<file path="src/rtl/uart_cmd_pkg.sv">
// Shared types and constants for the UART pin-register command master and its RX helper.
package uart_cmd_pkg;

  typedef enum logic [2:0] {
    ST_IDLE,
    ST_TX_CMD,
    ST_TX_DATA,
    ST_RX_WAIT,
    ST_DONE
  } state_e;

  typedef enum logic [1:0] {
    RX_IDLE,
    RX_START,
    RX_DATA,
    RX_STOP
  } rx_state_e;

  localparam logic [1:0] ERR_OK      = 2'b00;
  localparam logic [1:0] ERR_TIMEOUT = 2'b01;
  localparam logic [1:0] ERR_BADACK  = 2'b10;
  localparam logic [1:0] ERR_FRAME   = 2'b11;

  localparam int RD_BIT   = 7;
  localparam int ADDR_LSB = 0;
  localparam int ADDR_W   = 3;

  function automatic logic [7:0] mk_cmd(input logic rd, input logic [ADDR_W-1:0] addr);
    logic [7:0] c;
    c                      = '0;
    c[RD_BIT]              = rd;
    c[ADDR_LSB +: ADDR_W]  = addr;
    return c;
  endfunction

endpackage

</file>
<file path="src/rtl/uart_rx_byte.sv">
// 8N1 byte receiver: 2-flop synchronizer, half-bit start re-check, bit-centre sampling.
// Held idle (and disarmed) while enable is low so only a fresh start edge is taken.
module uart_rx_byte
  import uart_cmd_pkg::*;
#(
  parameter int BAUD_DIV = 434
) (
  input  logic       clk,
  input  logic       rst,
  input  logic       enable,
  input  logic       uart_rxd,
  output logic       byte_valid,
  output logic [7:0] byte_data,
  output logic       frame_err,
  output logic       active
);

  localparam int CNT_W = (BAUD_DIV > 2) ? $clog2(BAUD_DIV) : 1;
  localparam logic [CNT_W-1:0] LAST      = CNT_W'(BAUD_DIV - 1);
  localparam logic [CNT_W-1:0] HALF_LAST = CNT_W'(BAUD_DIV / 2 - 1);

  rx_state_e        st_q, st_d;
  logic [CNT_W-1:0] cnt_q, cnt_d;
  logic [2:0]       bit_q, bit_d;
  logic [7:0]       shift_q, shift_d;
  logic             armed_q, armed_d;
  logic             meta_q, sync_q;

  always_ff @(posedge clk or posedge rst) begin
    if (rst) begin
      meta_q  <= 1'b1;
      sync_q  <= 1'b1;
      st_q    <= RX_IDLE;
      cnt_q   <= '0;
      bit_q   <= '0;
      shift_q <= '0;
      armed_q <= 1'b0;
    end else begin
      meta_q  <= uart_rxd;
      sync_q  <= meta_q;
      st_q    <= st_d;
      cnt_q   <= cnt_d;
      bit_q   <= bit_d;
      shift_q <= shift_d;
      armed_q <= armed_d;
    end
  end

  always_comb begin
    st_d       = st_q;
    cnt_d      = cnt_q + CNT_W'(1);
    bit_d      = bit_q;
    shift_d    = shift_q;
    armed_d    = armed_q;
    byte_valid = 1'b0;
    frame_err  = 1'b0;
    if (!enable) begin
      st_d    = RX_IDLE;
      cnt_d   = '0;
      armed_d = 1'b0;
    end else begin
      case (st_q)
        RX_IDLE: begin
          cnt_d   = '0;
          // a start is a high-to-low transition seen while enabled
          armed_d = sync_q;
          if (armed_q && !sync_q) st_d = RX_START;
        end
        RX_START: begin
          if (cnt_q == HALF_LAST) begin
            cnt_d = '0;
            bit_d = '0;
            st_d  = sync_q ? RX_IDLE : RX_DATA;
          end
        end
        RX_DATA: begin
          if (cnt_q == LAST) begin
            cnt_d   = '0;
            shift_d = {sync_q, shift_q[7:1]};
            bit_d   = bit_q + 3'd1;
            if (bit_q == 3'd7) st_d = RX_STOP;
          end
        end
        RX_STOP: begin
          if (cnt_q == LAST) begin
            byte_valid = 1'b1;
            frame_err  = !sync_q;
            armed_d    = 1'b0;
            st_d       = RX_IDLE;
          end
        end
        default: st_d = RX_IDLE;
      endcase
    end
  end

  assign byte_data = shift_q;
  assign active    = (st_q != RX_IDLE);

endmodule

</file>
<file path="src/rtl/uart_cmd_master.sv">
// Host-side initiator for the single-byte UART pin-register protocol: sends a command
// (plus data for writes), then waits for the responder's echo/read byte or a timeout.
module uart_cmd_master
  import uart_cmd_pkg::*;
#(
  parameter int CLK_FREQ    = 50_000_000,
  parameter int BAUD        = 115200,
  parameter int TIMEOUT_CYC = 500_000
) (
  input  logic                sys_clk,
  input  logic                sys_rst,
  input  logic                req_valid,
  output logic                req_ready,
  input  logic                req_rd,
  input  logic [ADDR_W-1:0]   req_addr,
  input  logic [7:0]          req_wdata,
  output logic                rsp_valid,
  output logic [7:0]          rsp_rdata,
  output logic [1:0]          rsp_err,
  output logic                busy,
  input  logic                uart_rxd,
  output logic                uart_txd
);

  localparam int BAUD_DIV = CLK_FREQ / BAUD;
  localparam int CNT_W    = (BAUD_DIV > 2) ? $clog2(BAUD_DIV) : 1;
  localparam int TO_W     = $clog2(TIMEOUT_CYC + 1);
  localparam logic [CNT_W-1:0] LAST    = CNT_W'(BAUD_DIV - 1);
  localparam logic [TO_W-1:0]  TO_LAST = TO_W'(TIMEOUT_CYC);

  state_e           state_q, state_d;
  logic [7:0]       cmd_q, cmd_d;
  logic [7:0]       wdata_q, wdata_d;
  logic [8:0]       shift_q, shift_d;
  logic             txd_q, txd_d;
  logic [CNT_W-1:0] baud_q, baud_d;
  logic [3:0]       bitn_q, bitn_d;
  logic [TO_W-1:0]  to_q, to_d;
  logic [7:0]       rdata_q, rdata_d;
  logic [1:0]       err_q, err_d;

  logic       rx_valid, rx_ferr, rx_active;
  logic [7:0] rx_data;

  uart_rx_byte #(.BAUD_DIV(BAUD_DIV)) u_rx (
    .clk        (sys_clk),
    .rst        (sys_rst),
    .enable     (state_q == ST_RX_WAIT),
    .uart_rxd   (uart_rxd),
    .byte_valid (rx_valid),
    .byte_data  (rx_data),
    .frame_err  (rx_ferr),
    .active     (rx_active)
  );

  always_ff @(posedge sys_clk or posedge sys_rst) begin
    if (sys_rst) begin
      state_q <= ST_IDLE;
      cmd_q   <= '0;
      wdata_q <= '0;
      shift_q <= '1;
      txd_q   <= 1'b1;
      baud_q  <= '0;
      bitn_q  <= '0;
      to_q    <= '0;
      rdata_q <= '0;
      err_q   <= ERR_OK;
    end else begin
      state_q <= state_d;
      cmd_q   <= cmd_d;
      wdata_q <= wdata_d;
      shift_q <= shift_d;
      txd_q   <= txd_d;
      baud_q  <= baud_d;
      bitn_q  <= bitn_d;
      to_q    <= to_d;
      rdata_q <= rdata_d;
      err_q   <= err_d;
    end
  end

  always_comb begin
    state_d = state_q;
    cmd_d   = cmd_q;
    wdata_d = wdata_q;
    shift_d = shift_q;
    txd_d   = txd_q;
    baud_d  = baud_q;
    bitn_d  = bitn_q;
    to_d    = to_q;
    rdata_d = rdata_q;
    err_d   = err_q;
    case (state_q)
      ST_IDLE: begin
        if (req_valid) begin
          cmd_d   = mk_cmd(req_rd, req_addr);
          wdata_d = req_wdata;
          shift_d = {1'b1, mk_cmd(req_rd, req_addr)};
          txd_d   = 1'b0;
          baud_d  = '0;
          bitn_d  = '0;
          state_d = ST_TX_CMD;
        end
      end
      ST_TX_CMD, ST_TX_DATA: begin
        baud_d = baud_q + CNT_W'(1);
        if (baud_q == LAST) begin
          baud_d = '0;
          if (bitn_q == 4'd9) begin
            // stop bit done: chain the data byte with no gap, or start listening
            if (state_q == ST_TX_CMD && !cmd_q[RD_BIT]) begin
              shift_d = {1'b1, wdata_q};
              txd_d   = 1'b0;
              bitn_d  = '0;
              state_d = ST_TX_DATA;
            end else begin
              to_d    = '0;
              state_d = ST_RX_WAIT;
            end
          end else begin
            txd_d   = shift_q[0];
            shift_d = {1'b1, shift_q[8:1]};
            bitn_d  = bitn_q + 4'd1;
          end
        end
      end
      ST_RX_WAIT: begin
        if (rx_valid) begin
          rdata_d = rx_data;
          state_d = ST_DONE;
          if (rx_ferr)                                  err_d = ERR_FRAME;
          else if (!cmd_q[RD_BIT] && rx_data != cmd_q)  err_d = ERR_BADACK;
          else                                          err_d = ERR_OK;
        end else if (!rx_active) begin
          if (to_q == TO_LAST) begin
            rdata_d = '0;
            err_d   = ERR_TIMEOUT;
            state_d = ST_DONE;
          end else begin
            to_d = to_q + TO_W'(1);
          end
        end
      end
      ST_DONE: state_d = ST_IDLE;
      default: state_d = ST_IDLE;
    endcase
  end

  assign req_ready = (state_q == ST_IDLE);
  assign busy      = !req_ready;
  assign rsp_valid = (state_q == ST_DONE);
  assign rsp_rdata = rdata_q;
  assign rsp_err   = err_q;
  assign uart_txd  = txd_q;

endmodule

</file>
<file path="config.mk">
export PLATFORM = sky130hd
export DESIGN_NAME = uart_cmd_master
export DESIGN_NICKNAME = d
export VERILOG_FILES = /design/src/rtl/uart_cmd_pkg.sv /design/src/rtl/uart_rx_byte.sv /design/src/rtl/uart_cmd_master.sv
export SDC_FILE = /design/constraint.sdc
export NUM_CORES = 1
export LEC_CHECK = 0
export ABC_CLOCK_PERIOD_IN_PS = 3600
export CAP_MARGIN = 20
export CELL_PAD_IN_SITES_DETAIL_PLACEMENT = 0
export CELL_PAD_IN_SITES_GLOBAL_PLACEMENT = 1
export CORE_MARGIN = 2
export CORE_UTILIZATION = 47
export CTS_CLUSTER_DIAMETER = 60
export DETAILED_ROUTE_END_ITERATION = 12
export GPL_TIMING_DRIVEN = 0
export HOLD_SLACK_MARGIN = 0.05
export PLACE_DENSITY_LB_ADDON = 0.1
export SYNTH_ARGS = -nofsm -noshare
export SYNTH_HDL_FRONTEND = slang
export SYNTH_SLANG_ARGS = --single-unit
export TNS_END_PERCENT = 30
</file>
<file path="constraint.sdc">
create_clock -name sys_clk -period 3.6 [get_ports sys_clk]
set_input_delay 0.36 -clock sys_clk [delete_from_list [all_inputs] [get_ports sys_clk]]
set_output_delay 0.36 -clock sys_clk [all_outputs]
set_load 0.005 [all_outputs]
</file>
## Word level (Yosys, flattened, before mapping)

Cells that the tools add are included.

- Bits in registers: 92
- Input bits: 16
- Output and inout bits: 14
- Word-level logic and storage cells: 144

- $add $sub $neg: 5
- Eq/ne operators: 33
- Muxes and demuxes: 65
- Reduce and logical (&&, ||, !) cells: 24

Operator list:

| operator | count |
|---|---|
| $mux 19 | 6 |
| $mux 9 | 9 |
| $pmux 19 s2 | 1 |
| $pmux 9 s2 | 2 |
| $ne 3x3->1 const B | 9 |
| $pmux 9 s3 | 1 |
| $mux 2 | 12 |
| $mux 3 | 8 |
| $mux 8 | 3 |
| $add 19x1->19 const B | 1 |
| $eq 19x19->1 const B | 1 |
| $add 9x1->9 const B | 2 |
| $eq 9x9->1 const B | 2 |
| $mux 4 | 4 |
| $ne 2x2->1 const B | 8 |
| $mux 1 | 13 |
| $reduce_and 5->1 | 2 |
| $reduce_bool 2->1 | 5 |
| $eq 9x8->1 const B | 1 |
| $pmux 3 s3 | 1 |
| $ne 8x8->1 | 1 |
| $pmux 2 s4 | 1 |
| $pmux 4 s2 | 1 |
| $reduce_and 4->1 | 2 |
| other kinds (19) | 31 |

## Longest topological paths before layout

Gate-level depths: netlist of run 1.

- Depth in word-level cells: 6
- Gate-level depth with buffers: 9
- Depth with buffers taken out: 7

## Cells and area by module

A second synthesis of run 1 with hierarchy kept.

- Cells, all modules: 460
- Area total of the unflattened synthesis: 4638.2 sq um

Modules (own cells, without submodules):

| module | instances | cells an instance | area each (sq um) | sequential area each (sq um) |
|---|---|---|---|---|
| uart_cmd_master | 1 | 353 | 3424.5 | 1662.8 |
| uart_rx_byte | 1 | 107 | 1213.7 | 628.1 |

## Least setup slack after synthesis of run 1

No wires, ideal clock.

- Kind: reg2reg
- From: register bitn_q[1]
- To: register to_q[6]
- Setup time: 125 ps
- Arrival time: 1852 ps
- Required time: 3475 ps
- Setup slack: 1624 ps
- Cell stages (with the launch flop): 9
- Buffers on the path: 1
- Period minus slack after synthesis: 1976 ps
- Cells stage by stage: dfrtp_1 inv_1 ha_1 nand3b_4 o211ai_2 o221ai_2 buf_6 nor4_1 mux2_2

- Longest elaborated chain between the ends: 3

RTL lines:

| what | RTL line | RTL |
|---|---|---|
| from (decl) | uart_cmd_master.sv:37 | `logic [3:0] bitn_q, bitn_d;` |
| from (signal assigned) | uart_cmd_master.sv:75 | `bitn_q <= bitn_d;` |
| $eq 4x4->1 | uart_cmd_master.sv:109 | `if (bitn_q == 4'd9) begin` |
| $ne 2x2->1 (no line) | - |  |
| $reduce_and 7->1 (no line) | - |  |
| to (signal assigned) | uart_cmd_master.sv:76 | `to_q <= to_d;` |
| to (decl) | uart_cmd_master.sv:38 | `logic [TO_W-1:0] to_q, to_d;` |

No other way between the ends.
A chain may end at the register's enable or synchronous reset.

## Worst setup path after layout of run 1

- From: register state_q[2]
- To: output port rsp_valid

- Longest elaborated chain between the ends: 1

RTL lines:

| what | RTL line | RTL |
|---|---|---|
| from (decl) | uart_cmd_master.sv:31 | `state_e state_q, state_d;` |
| from (signal assigned) | uart_cmd_master.sv:69 | `state_q <= state_d;` |
| $eq 3x3->1 | uart_cmd_master.sv:151 | `assign rsp_valid = (state_q == ST_DONE);` |
| to (decl) | uart_cmd_master.sv:17 | `output logic rsp_valid,` |

No other way between the ends.

==> impl_metrics.env, run 1 <==
export IMPL_status="finished, final reports clean"
export IMPL_skew_ns=0.0190
export IMPL_synth_top_flop_cell="dfrtp_1"
export IMPL_hold_path_class="flip-flop to flip-flop"
export IMPL_criticalPathCategory="flip-flop to output port"
export IMPL_placedInstanceArea_mm2=0.00534
export IMPL_power_leakage_uw=0.00231
export IMPL_vias=3800
export IMPL_clockBufferDepth=2
export IMPL_grt_antenna_before_repair=0
export IMPL_start_util_pct=47.7
export IMPL_wl_mm=10.8
export IMPL_grt_use_total_pct=20.4
export IMPL_avgSynthCellArea_um2=10.1
export IMPL_ys_ff_latch=91
export IMPL_min_from="u_rx.meta_q"
export IMPL_global_route_usage_met2_pct=32.1
export IMPL_grt_use_met3_pct=3.83
export IMPL_dp_hpwl_mm=7.51
export IMPL_fin_nets=557
export IMPL_crit_path_start="state_q[2]"
export IMPL_cp_required_ns=3.24
export IMPL_dieArea_mm2=0.0112
export IMPL_synth_edf_count=0
export IMPL_dp_cells=649
export IMPL_busiest_layer="met2"
export IMPL_drt_iter0_markers=183
export IMPL_coreArea_mm2=0.0102
export IMPL_ant_nets=0
export IMPL_drv_slew=0
export IMPL_boundaryPins=30
export IMPL_cp_arrival_ns=2.06
export IMPL_cp_top_family="buffers and inverters"
export IMPL_clock_sinks=91
export IMPL_r2r_start="bitn_q[0]"
export IMPL_rsz0062_at_grt="false"
export IMPL_clock_latency_ns=0.38
export IMPL_cpPeakStageDelay_ns=0.56
export IMPL_fmax_ghz=0.413
export IMPL_grt_pass1_wl_mm=18.4
export IMPL_syn2layout_area_growth_pct=13.9
export IMPL_fin_area_mm2=0.00554
export IMPL_synthCells=483
export IMPL_grt_pass1_vias=3723
export IMPL_synth_nets=516
export IMPL_cts_tree="built"
export IMPL_die_h_um=106
export IMPL_critPathSlowestCell="clkdlybuf4s50_1"
export IMPL_clk_pin_slew_ns=0.10
export IMPL_grt_max_degree=56
export IMPL_post_route_drc_count=0
export IMPL_finalSetupViolations=0
export IMPL_peakVddDrop_v=0.000253
export IMPL_grt_overflow=0
export IMPL_fill_cells=936
export IMPL_place_congestion=0.816
export IMPL_multi_input_area_mm2=0.00235
export IMPL_start_kind="flip-flop"
export IMPL_core_rowCount=37
export IMPL_end_kind="output port"
export IMPL_yosysWarnings=0
export IMPL_tritoncts_num_buffers=9
export IMPL_pre_cts_slack_ns=1.24
export IMPL_syn_cell_area_mm2=0.00486
export IMPL_met1_usage_pct=29.2
export IMPL_power_density_mw_per_mm2=318
export IMPL_synth_async_reset_ratio_pct=100
export IMPL_regArea_mm2=0.00229
export IMPL_die_x_um=106
export IMPL_root_buffer="clkbuf_8"
export IMPL_maxCapViolCount=0
export IMPL_cts_resized=0
export IMPL_crit_fanout=10
export IMPL_slew_headroom_pct=54.6
export IMPL_htree_num_levels=3
export IMPL_tightest_slew_ns=0.681
export IMPL_antennaDiodeCount=0
export IMPL_cts_setup_buffers=0
export IMPL_drive_above_1_share_pct=14.9
export IMPL_path_cells="clkinv_1 > nor3_1 > clkdlybuf4s50_1"
export IMPL_critPathBufInv=2
export IMPL_yosysUniqueCellTypes=63
export IMPL_fin_ws_ns=1.18
export IMPL_final_hold_violation_count=0
export IMPL_routed_via_density=5.71
export IMPL_finalCritPeriodShare_pct=67.3
export IMPL_hold_buffers=0
export IMPL_min_period_ns=2.42
export IMPL_dr_pass1_iters=5
export IMPL_wire_per_inst_um=16.2
export IMPL_ys_seq_area_share_pct=47.1
export IMPL_port_buffers=29
export IMPL_final_cell_count_no_fill=665
[kinds of logic after synthesis]
family                   after synthesis  share of synthesized area (%)
AO/OA/AOI/OAI                        109                           14.9
XOR/XNOR                              13                           2.34
adder cells (fa/ha/maj)               17                           4.38
buffers and inverters                 47                           4.40
flip-flops                            91                           47.1
multiplexers                          28                           6.31
AND/OR/NAND/NOR                      178                           20.5
[sequential cells by signal, summed over array words and instances (netlist names)]
name,count
baud_q,9
bitn_q,4
cmd_q,4
rsp_err,2
rsp_rdata,8
shift_q,8
state_q,3
to_q,19
u_rx.armed_q,1
u_rx.bit_q,3
u_rx.byte_data,8
u_rx.cnt_q,9
u_rx.meta_q,1
u_rx.st_q,2
u_rx.sync_q,1
uart_txd,1
wdata_q,8
[path summary, 6_finish.rpt]
path | to | slack, ns | cells after the start
worst max-delay path | rsp_valid | 1.18 | 3
worst min-delay path | u_rx.sync_q | 0.36 | 0
worst max register to register | to_q[7] | 1.24 | 7
worst min register to register | u_rx.sync_q | 0.36 | 0
max in group asynchronous | shift_q[1] | 2.45 | 3
min in group asynchronous | u_rx.byte_data[3] | 0.45 | 2
[worst reg2reg max path, stage by stage (launching register included)]
cell and delay (ns):
dfrtp_1 0.44, ha_1 0.27, and3b_1 0.18, clkbuf_1 0.24
and4_1 0.23, clkbuf_1 0.36, clkbuf_1 0.42, a21oi_1 0.08
[cells in the mapped netlist (3+ instances only)]
| cell | number | share of area, % |
|---|---|---|
| dfrtp_1 | 80 | 41 |
| nand2_1 | 47 | 3.6 |
| o21ai_0 | 32 | 3.3 |
| nor2_1 | 27 | 2.1 |
| a21oi_1 | 25 | 2.6 |
| inv_1 | 23 | 1.8 |
| nand3_1 | 23 | 2.4 |
| mux2_2 | 21 | 4.9 |
| o31ai_1 | 19 | 2.9 |
| ha_1 | 17 | 4.4 |
| or4_1 | 15 | 2.3 |
| buf_2 | 14 | 1.4 |
| nand4_1 | 14 | 1.8 |
| dfstp_2 | 11 | 5.9 |
| a22o_1 | 9 | 1.6 |
| mux2i_1 | 7 | 1.4 |
| nor3_1 | 7 | 0.72 |
| xnor2_1 | 7 | 1.3 |
| xor2_1 | 6 | 1.1 |
| and3_1 | 5 | 0.64 |
| clkbuf_1 | 5 | 0.39 |
| nor4_1 | 5 | 0.64 |
| o41ai_1 | 4 | 0.72 |
| or3_1 | 4 | 0.51 |
| and2_1 | 3 | 0.39 |
| and4b_1 | 3 | 0.62 |
| nand2b_1 | 3 | 0.39 |
| nand4b_1 | 3 | 0.54 |
[metrics by stage]
stage | util, % | total power (uW) | TNS [ns] | hold WS, ns
after detailed placement | 52.5 | 1090 | 0 | 0.348
final | 54.4 | 1760 | 0 | 0.362
after CTS | 54.4 | 1780 | 0 | 0.363
after floorplan | - | 1060 | 0 | 0.345
after global placement | 52.2 | 1080 | -48.52 | 0.347
after global routing | 54.4 | 1830 | 0 | 0.370
[layout by cell type, fill, tap and decap left out, types with 9 or more instances in the layout]
master	instances
dfrtp_1	80
a21oi_1	25
buf_2	14
o31ai_1	19
dfstp_2	11
clkbuf_8	9
mux2_2	21
nand3_1	23
ha_1	17
a22o_1	9
or4_1	15
o21ai_0	32
clkdlybuf4s50_1	29
nand2_1	47
inv_1	22
nor2_1	27
nand4_1	14
[metal layers]
metal  wire (um)  share of wire, %
met1        5370                50
met2        4880                45
met3         424               3.9
met4         106              0.98
met5           0                 0
[layout make-up]
| class | instances | area share [%] |
|---|---|---|
| buffer | 23 | 2.24 |
| clock inverter | 7 | 1.27 |
| sequential | 91 | 41.4 |
| timing repair buffer | 30 | 5.60 |
| tap | 136 | 3.07 |
| multi-input combinational | 345 | 42.5 |
| clock buffer | 9 | 2.24 |
| inverter | 24 | 1.67 |
[power by group]
part           internal [uW]  switching (uW)  total (uW)  leakage [uW]
registers               1020            1.07        1030       0.00121
clock network            269             424         693     0.0000887
logic                   17.1            24.2        41.3       0.00101
total                   1310             449        1760       0.00231
No activity file was read; power rests on OpenSTA's default activity.
==> run 2, diff against run 1 <==
--- a/config.mk
+++ b/config.mk
@@ -5,7 +5,7 @@
 export SDC_FILE = /design/constraint.sdc
 export NUM_CORES = 1
 export LEC_CHECK = 0
-export ABC_CLOCK_PERIOD_IN_PS = 3600
+export ABC_CLOCK_PERIOD_IN_PS = 2250
 export CAP_MARGIN = 20
 export CELL_PAD_IN_SITES_DETAIL_PLACEMENT = 0
 export CELL_PAD_IN_SITES_GLOBAL_PLACEMENT = 1
==> constraint.sdc (replaced) <==
create_clock -name sys_clk -period 2.25 [get_ports sys_clk]
set_input_delay 0.225 -clock sys_clk [delete_from_list [all_inputs] [get_ports sys_clk]]
set_output_delay 0.225 -clock sys_clk [all_outputs]
set_load 0.005 [all_outputs]
==> run 2 against run 1 <==
Sequential power increased by 59%. Core utilization increased by 1.0 points. Highest routed layer unchanged. Via count increased by 1.5%. Final cell count increased by 0.45%. Routed wire length increased by 0.96%. Die area unchanged. Sequential share of layout area decreased by 0.70 points. Combinational power increased by 70%. Non-clock buffer count increased by 3. Clock skew decreased by 0.0083 ns.
==> impl_metrics.env, run 2 (synthesis results as in run 1) <==
export IMPL_end_kind="flip-flop"
export IMPL_cp_endpoint="to_q[4]"
export IMPL_grt_overflow=0
export IMPL_place_congestion=0.795
export IMPL_fill_cells=915
export IMPL_largest_registers="to_q x19, baud_q x9, u_rx.cnt_q x9"
export IMPL_htree_num_levels=3
export IMPL_dp_hpwl_mm=7.61
export IMPL_postLayoutCoreUtil_pct=55.4
export IMPL_peakVddDrop_v=0.000296
export IMPL_rsz0062_at_grt="true"
export IMPL_grt_use_total_pct=20.7
export IMPL_final_cell_mix="dfrtp_1, nand2_1, o21ai_0, clkdlybuf4s50_1, nor2_1"
export IMPL_holdWs_ns=0.165
export IMPL_crit_path_start="bitn_q[1]"
export IMPL_grt_pass1_wl_mm=18.6
export IMPL_clock_latency_ns=0.39
export IMPL_cp_depth=9
export IMPL_rrSetupSlack_ns=0.08
export IMPL_vias=3856
export IMPL_drt_iter0_markers=189
export IMPL_coreArea_mm2=0.0102
export IMPL_start_kind="flip-flop"
export IMPL_clockBufferDepth=2
export IMPL_root_buffer="clkbuf_8"
export IMPL_reg2reg_to="to_q[4]"
export IMPL_slew_headroom_pct=58.3
export IMPL_finalSetupViolations=0
export IMPL_fin_nets=560
export IMPL_dr_pass1_iters=4
export IMPL_cp_top_family="compound AO/OA/AOI/OAI gates"
export IMPL_die_h_um=106
export IMPL_cp_arrival_ns=2.43
export IMPL_power_density_mw_per_mm2=512
export IMPL_core_rowCount=37
export IMPL_boundaryPins=30
export IMPL_port_buffers=29
export IMPL_critPathSlowestCell="dfrtp_1"
export IMPL_antennaDiodeCount=0
export IMPL_criticalPathCategory="flip-flop to flip-flop"
export IMPL_r2r_start="bitn_q[1]"
export IMPL_crit_fanout=10
export IMPL_routed_via_density=5.77
export IMPL_grt_antenna_before_repair=0
export IMPL_fmax_ghz=0.460
export IMPL_drv_slew=0
export IMPL_tightest_slew_ns=0.624
export IMPL_cp_required_ns=2.51
export IMPL_path_cells="inv_1 > ha_2 > nand3b_4 > o211ai_2 > o221ai_4 > buf_6 > buf_2 > o31ai_1 > a21oi_1"
export IMPL_drive_above_1_share_pct=17.9
export IMPL_hold_path_class="primary input to asynchronous set/reset pin"
export IMPL_grt_pass1_vias=3657
export IMPL_layout_commonest_cell="dfrtp_1"
export IMPL_skew_ns=0.0107
export IMPL_placedInstanceArea_mm2=0.00536
export IMPL_finalCritPeriodShare_pct=96.6
export IMPL_start_util_pct=47.7
export IMPL_clk_pin_slew_ns=0.10
export IMPL_final_hold_violation_count=0
export IMPL_post_route_drc_count=0
export IMPL_largest_register="to_q"
export IMPL_min_period_ns=2.17
export IMPL_dieArea_mm2=0.0112
export IMPL_r2r_cells=9
export IMPL_clock_sinks=91
export IMPL_ant_nets=0
export IMPL_tritoncts_num_buffers=9
export IMPL_wire_per_inst_um=16.3
export IMPL_status="finished, final reports clean"
export IMPL_wl_mm=10.9
export IMPL_die_x_um=106
export IMPL_cts_tree="built"
export IMPL_critPathBufInv=3
export IMPL_maxCapViolCount=0
export IMPL_power_leakage_uw=0.00235
export IMPL_fin_area_mm2=0.00564
export IMPL_cpPeakStageDelay_ns=0.42
export IMPL_syn2layout_area_growth_pct=16.1
export IMPL_grt_max_degree=41
export IMPL_largest_reg_flops=19
export IMPL_hold_buffers=0
run 2: worst min path at each step:
stage | depth (start not counted) | start | to | slack [ns]
after floorplan | 0 | uart_rxd | u_rx.meta_q | 0.23
after detailed placement | 0 | u_rx.meta_q | u_rx.sync_q | 0.35
after global routing | 2 | sys_rst | to_q[8] | 0.20
after global placement | 0 | u_rx.meta_q | u_rx.sync_q | 0.35
after CTS | 2 | sys_rst | to_q[8] | 0.16
final | 2 | sys_rst | to_q[8] | 0.16
run 2: metrics by stage:
step / worst slack, ns / instances / TNS, ns / total power [uW]
after global routing: -0.0517 / 668 / -0.213 / 3000
after global placement: -0.0890 / 648 / -6.13 / 1740
final: 0.0775 / 668 / 0 / 2890
after CTS: -0.00485 / 666 / -0.00485 / 2930
after floorplan: 0.274 / 483 / 0 / 1700
after detailed placement: -0.0957 / 650 / -0.845 / 1740
run 2: worst reg2reg max path: stages (launching register included):
cell and delay [ns]:
dfrtp_1 0.42, inv_1 0.08, ha_2 0.21, nand3b_4 0.12, o211ai_2 0.23, o221ai_4 0.17, buf_6 0.18, buf_2 0.19
o31ai_1 0.34, a21oi_1 0.11
run 2: layout make-up:
cell class | instances | area (um2) | share of cell area [%]
clock inverters | 7 | 78.8 | 1.40
clock buffers | 9 | 124 | 2.20
well taps | 136 | 170 | 3.02
multi-input cells | 345 | 2400 | 42.5
inverters | 24 | 95.1 | 1.69
repair buffers | 34 | 353 | 6.25
plain buffers | 22 | 126 | 2.24
flip-flops and latches | 91 | 2290 | 40.7
run 2: per-layer routing:
layer | GRT usage [%] | part of all wire, % | wire (um)
met1 | 29.5 | 49 | 5310
met2 | 31.3 | 45 | 4930
met3 | 3.77 | 4.1 | 445
met4 | 8.18 | 1.8 | 200
met5 | 0 | 0 | 0
run 2: repair_timing:
item / CTS / global route
hold endpoints to repair: 0 / 0
gates cloned: 0 / 0
setup endpoints to repair: 12 / 42
setup buffers: 0 / 3
resized for setup: 2 / 14
pin swaps: 0 / 1
run 2: power by group:
group / internal (uW) / total [uW] / leakage (uW) / switching, uW
logic: 30.9 / 70.4 / 0.00104 / 39.5
registers: 1640 / 1640 / 0.00121 / 1.77
clock network: 531 / 1180 / 0.000105 / 647
total: 2200 / 2890 / 0.00235 / 689
==> run 3, diff against run 2 <==
--- a/config.mk
+++ b/config.mk
@@ -5,11 +5,10 @@
 export SDC_FILE = /design/constraint.sdc
 export NUM_CORES = 1
 export LEC_CHECK = 0
-export ABC_CLOCK_PERIOD_IN_PS = 2250
 export CAP_MARGIN = 20
 export CELL_PAD_IN_SITES_DETAIL_PLACEMENT = 0
 export CELL_PAD_IN_SITES_GLOBAL_PLACEMENT = 1
-export CORE_MARGIN = 2
+export CORE_MARGIN = 1
 export CORE_UTILIZATION = 47
 export CTS_CLUSTER_DIAMETER = 60
 export DETAILED_ROUTE_END_ITERATION = 12
==> run 3 against run 2 <==
Non-clock buffer count unchanged. Setup slack better by 0.036 ns. First-iteration DRC count up 7.9%. Sequential power about the same. Core utilization up 1.4 points. Critical endpoint is now to_q[7]. Combinational power up 0.9%. Via count down 2.1%. Final cell count down 0.45%. Design area down 0.24%. Largest cell class unchanged.
==> impl_metrics.env, run 3 (synthesis results as in run 1) <==
export IMPL_status="finished, final reports clean"
export IMPL_root_buffer="clkbuf_8"
export IMPL_criticalPathCategory="flip-flop to flip-flop"
export IMPL_path_cells="inv_1 > ha_2 > nand3b_4 > o211ai_2 > o221ai_4 > buf_6 > or4_1 > a21oi_1"
export IMPL_port_buffers=29
export IMPL_finalSetupViolations=0
export IMPL_cts_tree="built"
export IMPL_power_density_mw_per_mm2=508
export IMPL_largest_registers="to_q x19, baud_q x9, u_rx.cnt_q x9"
export IMPL_largest_reg_flops=19
export IMPL_start_util_pct=49.0
export IMPL_finalCritPeriodShare_pct=94.9
export IMPL_grt_use_total_pct=21.2
export IMPL_maxCapViolCount=0
export IMPL_tightest_slew_ns=0.610
export IMPL_skew_ns=0.00999
export IMPL_final_hold_violation_count=0
export IMPL_p_total_uw=2860
export IMPL_peakVddDrop_v=0.000393
export IMPL_power_leakage_uw=0.00234
export IMPL_clockBufferDepth=2
export IMPL_coreArea_mm2=0.00991
export IMPL_cp_arrival_ns=2.44
export IMPL_layout_commonest_cell="dfrtp_1"
export IMPL_grt_max_degree=43
export IMPL_fmax_ghz=0.468
export IMPL_cpPeakStageDelay_ns=0.51
export IMPL_clock_sinks=91
export IMPL_cp_top_family="simple AND/OR/NAND/NOR gates"
export IMPL_min_period_ns=2.14
export IMPL_clock_latency_ns=0.38
export IMPL_crit_fanout=10
export IMPL_wl_mm=10.7
export IMPL_critPathBufInv=2
export IMPL_syn2layout_area_growth_pct=15.8
export IMPL_drv_slew=0
export IMPL_end_kind="flip-flop"
export IMPL_start_kind="flip-flop"
export IMPL_cp_required_ns=2.56
export IMPL_hold_path_class="primary input to asynchronous set/reset pin"
export IMPL_rrSetupSlack_ns=0.11
export IMPL_dieArea_mm2=0.0108
export IMPL_routed_via_density=5.68
export IMPL_boundaryPins=30
export IMPL_slew_headroom_pct=59.2
export IMPL_clk_pin_slew_ns=0.09
export IMPL_hold_buffers=0
export IMPL_place_congestion=0.817
export IMPL_largest_register="to_q"
export IMPL_final_cell_mix="dfrtp_1, nand2_1, o21ai_0, clkdlybuf4s50_1, nor2_1"
export IMPL_critPathSlowestCell="or4_1"
export IMPL_htree_num_levels=3
export IMPL_drt_iter0_markers=204
export IMPL_wire_per_inst_um=16.0
export IMPL_core_rowCount=36
export IMPL_post_route_drc_count=0
export IMPL_fin_nets=560
export IMPL_vias=3775
export IMPL_fill_cells=888
export IMPL_grt_overflow=0
export IMPL_grt_pass1_wl_mm=18.2
export IMPL_dp_hpwl_mm=7.45
export IMPL_grt_pass1_vias=3641
export IMPL_ant_nets=0
export IMPL_die_x_um=104
export IMPL_grt_antenna_before_repair=0
export IMPL_regArea_mm2=0.00229
export IMPL_dr_pass1_iters=5
export IMPL_die_h_um=104
export IMPL_holdWs_ns=0.250
export IMPL_tritoncts_num_buffers=9
export IMPL_multi_input_area_mm2=0.00239
export IMPL_antennaDiodeCount=0
export IMPL_drive_above_1_share_pct=17.9
-- run 3: final cells by class --
class | instances | area share (%)
Clock inverter | 6 | 1.27
Timing Repair Buffer | 34 | 6.27
Sequential cell | 91 | 40.8
Buffer | 22 | 2.25
Clock buffer | 10 | 2.27
Inverter | 24 | 1.73
Tap cell | 133 | 2.96
Multi-Input combinational cell | 345 | 42.5
-- run 3: repair_timing --
item / in CTS / in global routing
pin swaps: 0 / 1
setup endpoints to repair: 15 / 44
gates resized for setup: 3 / 14
setup buffers: 0 / 3
-- run 3: path summary, 6_finish.rpt --
path | start | end | cells after the start
hold reg to reg | u_rx.meta_q | u_rx.sync_q | 0
max in group asynchronous | sys_rst | shift_q[1] | 3
setup reg to reg | bitn_q[1] | to_q[7] | 8
hold / removal | sys_rst | baud_q[4] | 2
setup / recovery | bitn_q[1] | to_q[7] | 8
min in group sys_clk | uart_rxd | u_rx.meta_q | 1
-- run 3: report_power, final --
part / total, uW / switching (uW) / internal (uW)
clock: 1150 / 623 / 525
combinational: 71.0 / 40.1 / 30.9
sequential: 1640 / 2.15 / 1640
-- run 3: routing by layer --
metal / share of wire (%) / track usage, % / wire length (um) / vias up
met2: 46 / 33.6 / 4950 / 67
met4: 1.3 / 6.53 / 137 / 0
li1: - / - / - / 1862
met3: 3.9 / 5.92 / 411 / 17
met5: 0 / 0 / 0 / -
met1: 48 / 28.2 / 5160 / 1829
-- run 3: through the flow --
step	TNS (ns)	std cells	cell area (um2)	util (%)	setup WS [ns]
2_1_floorplan	0	483	4860	-	0.274
3_3_place_gp	-6.49	645	5320	53.7	-0.0797
3_5_place_dp	-1.33	647	5360	54.1	-0.141
4_1_cts	0	662	5570	56.2	0.00848
5_1_grt	-0.00370	665	5630	56.8	-0.00370
6_report	0	665	5630	56.8	0.114
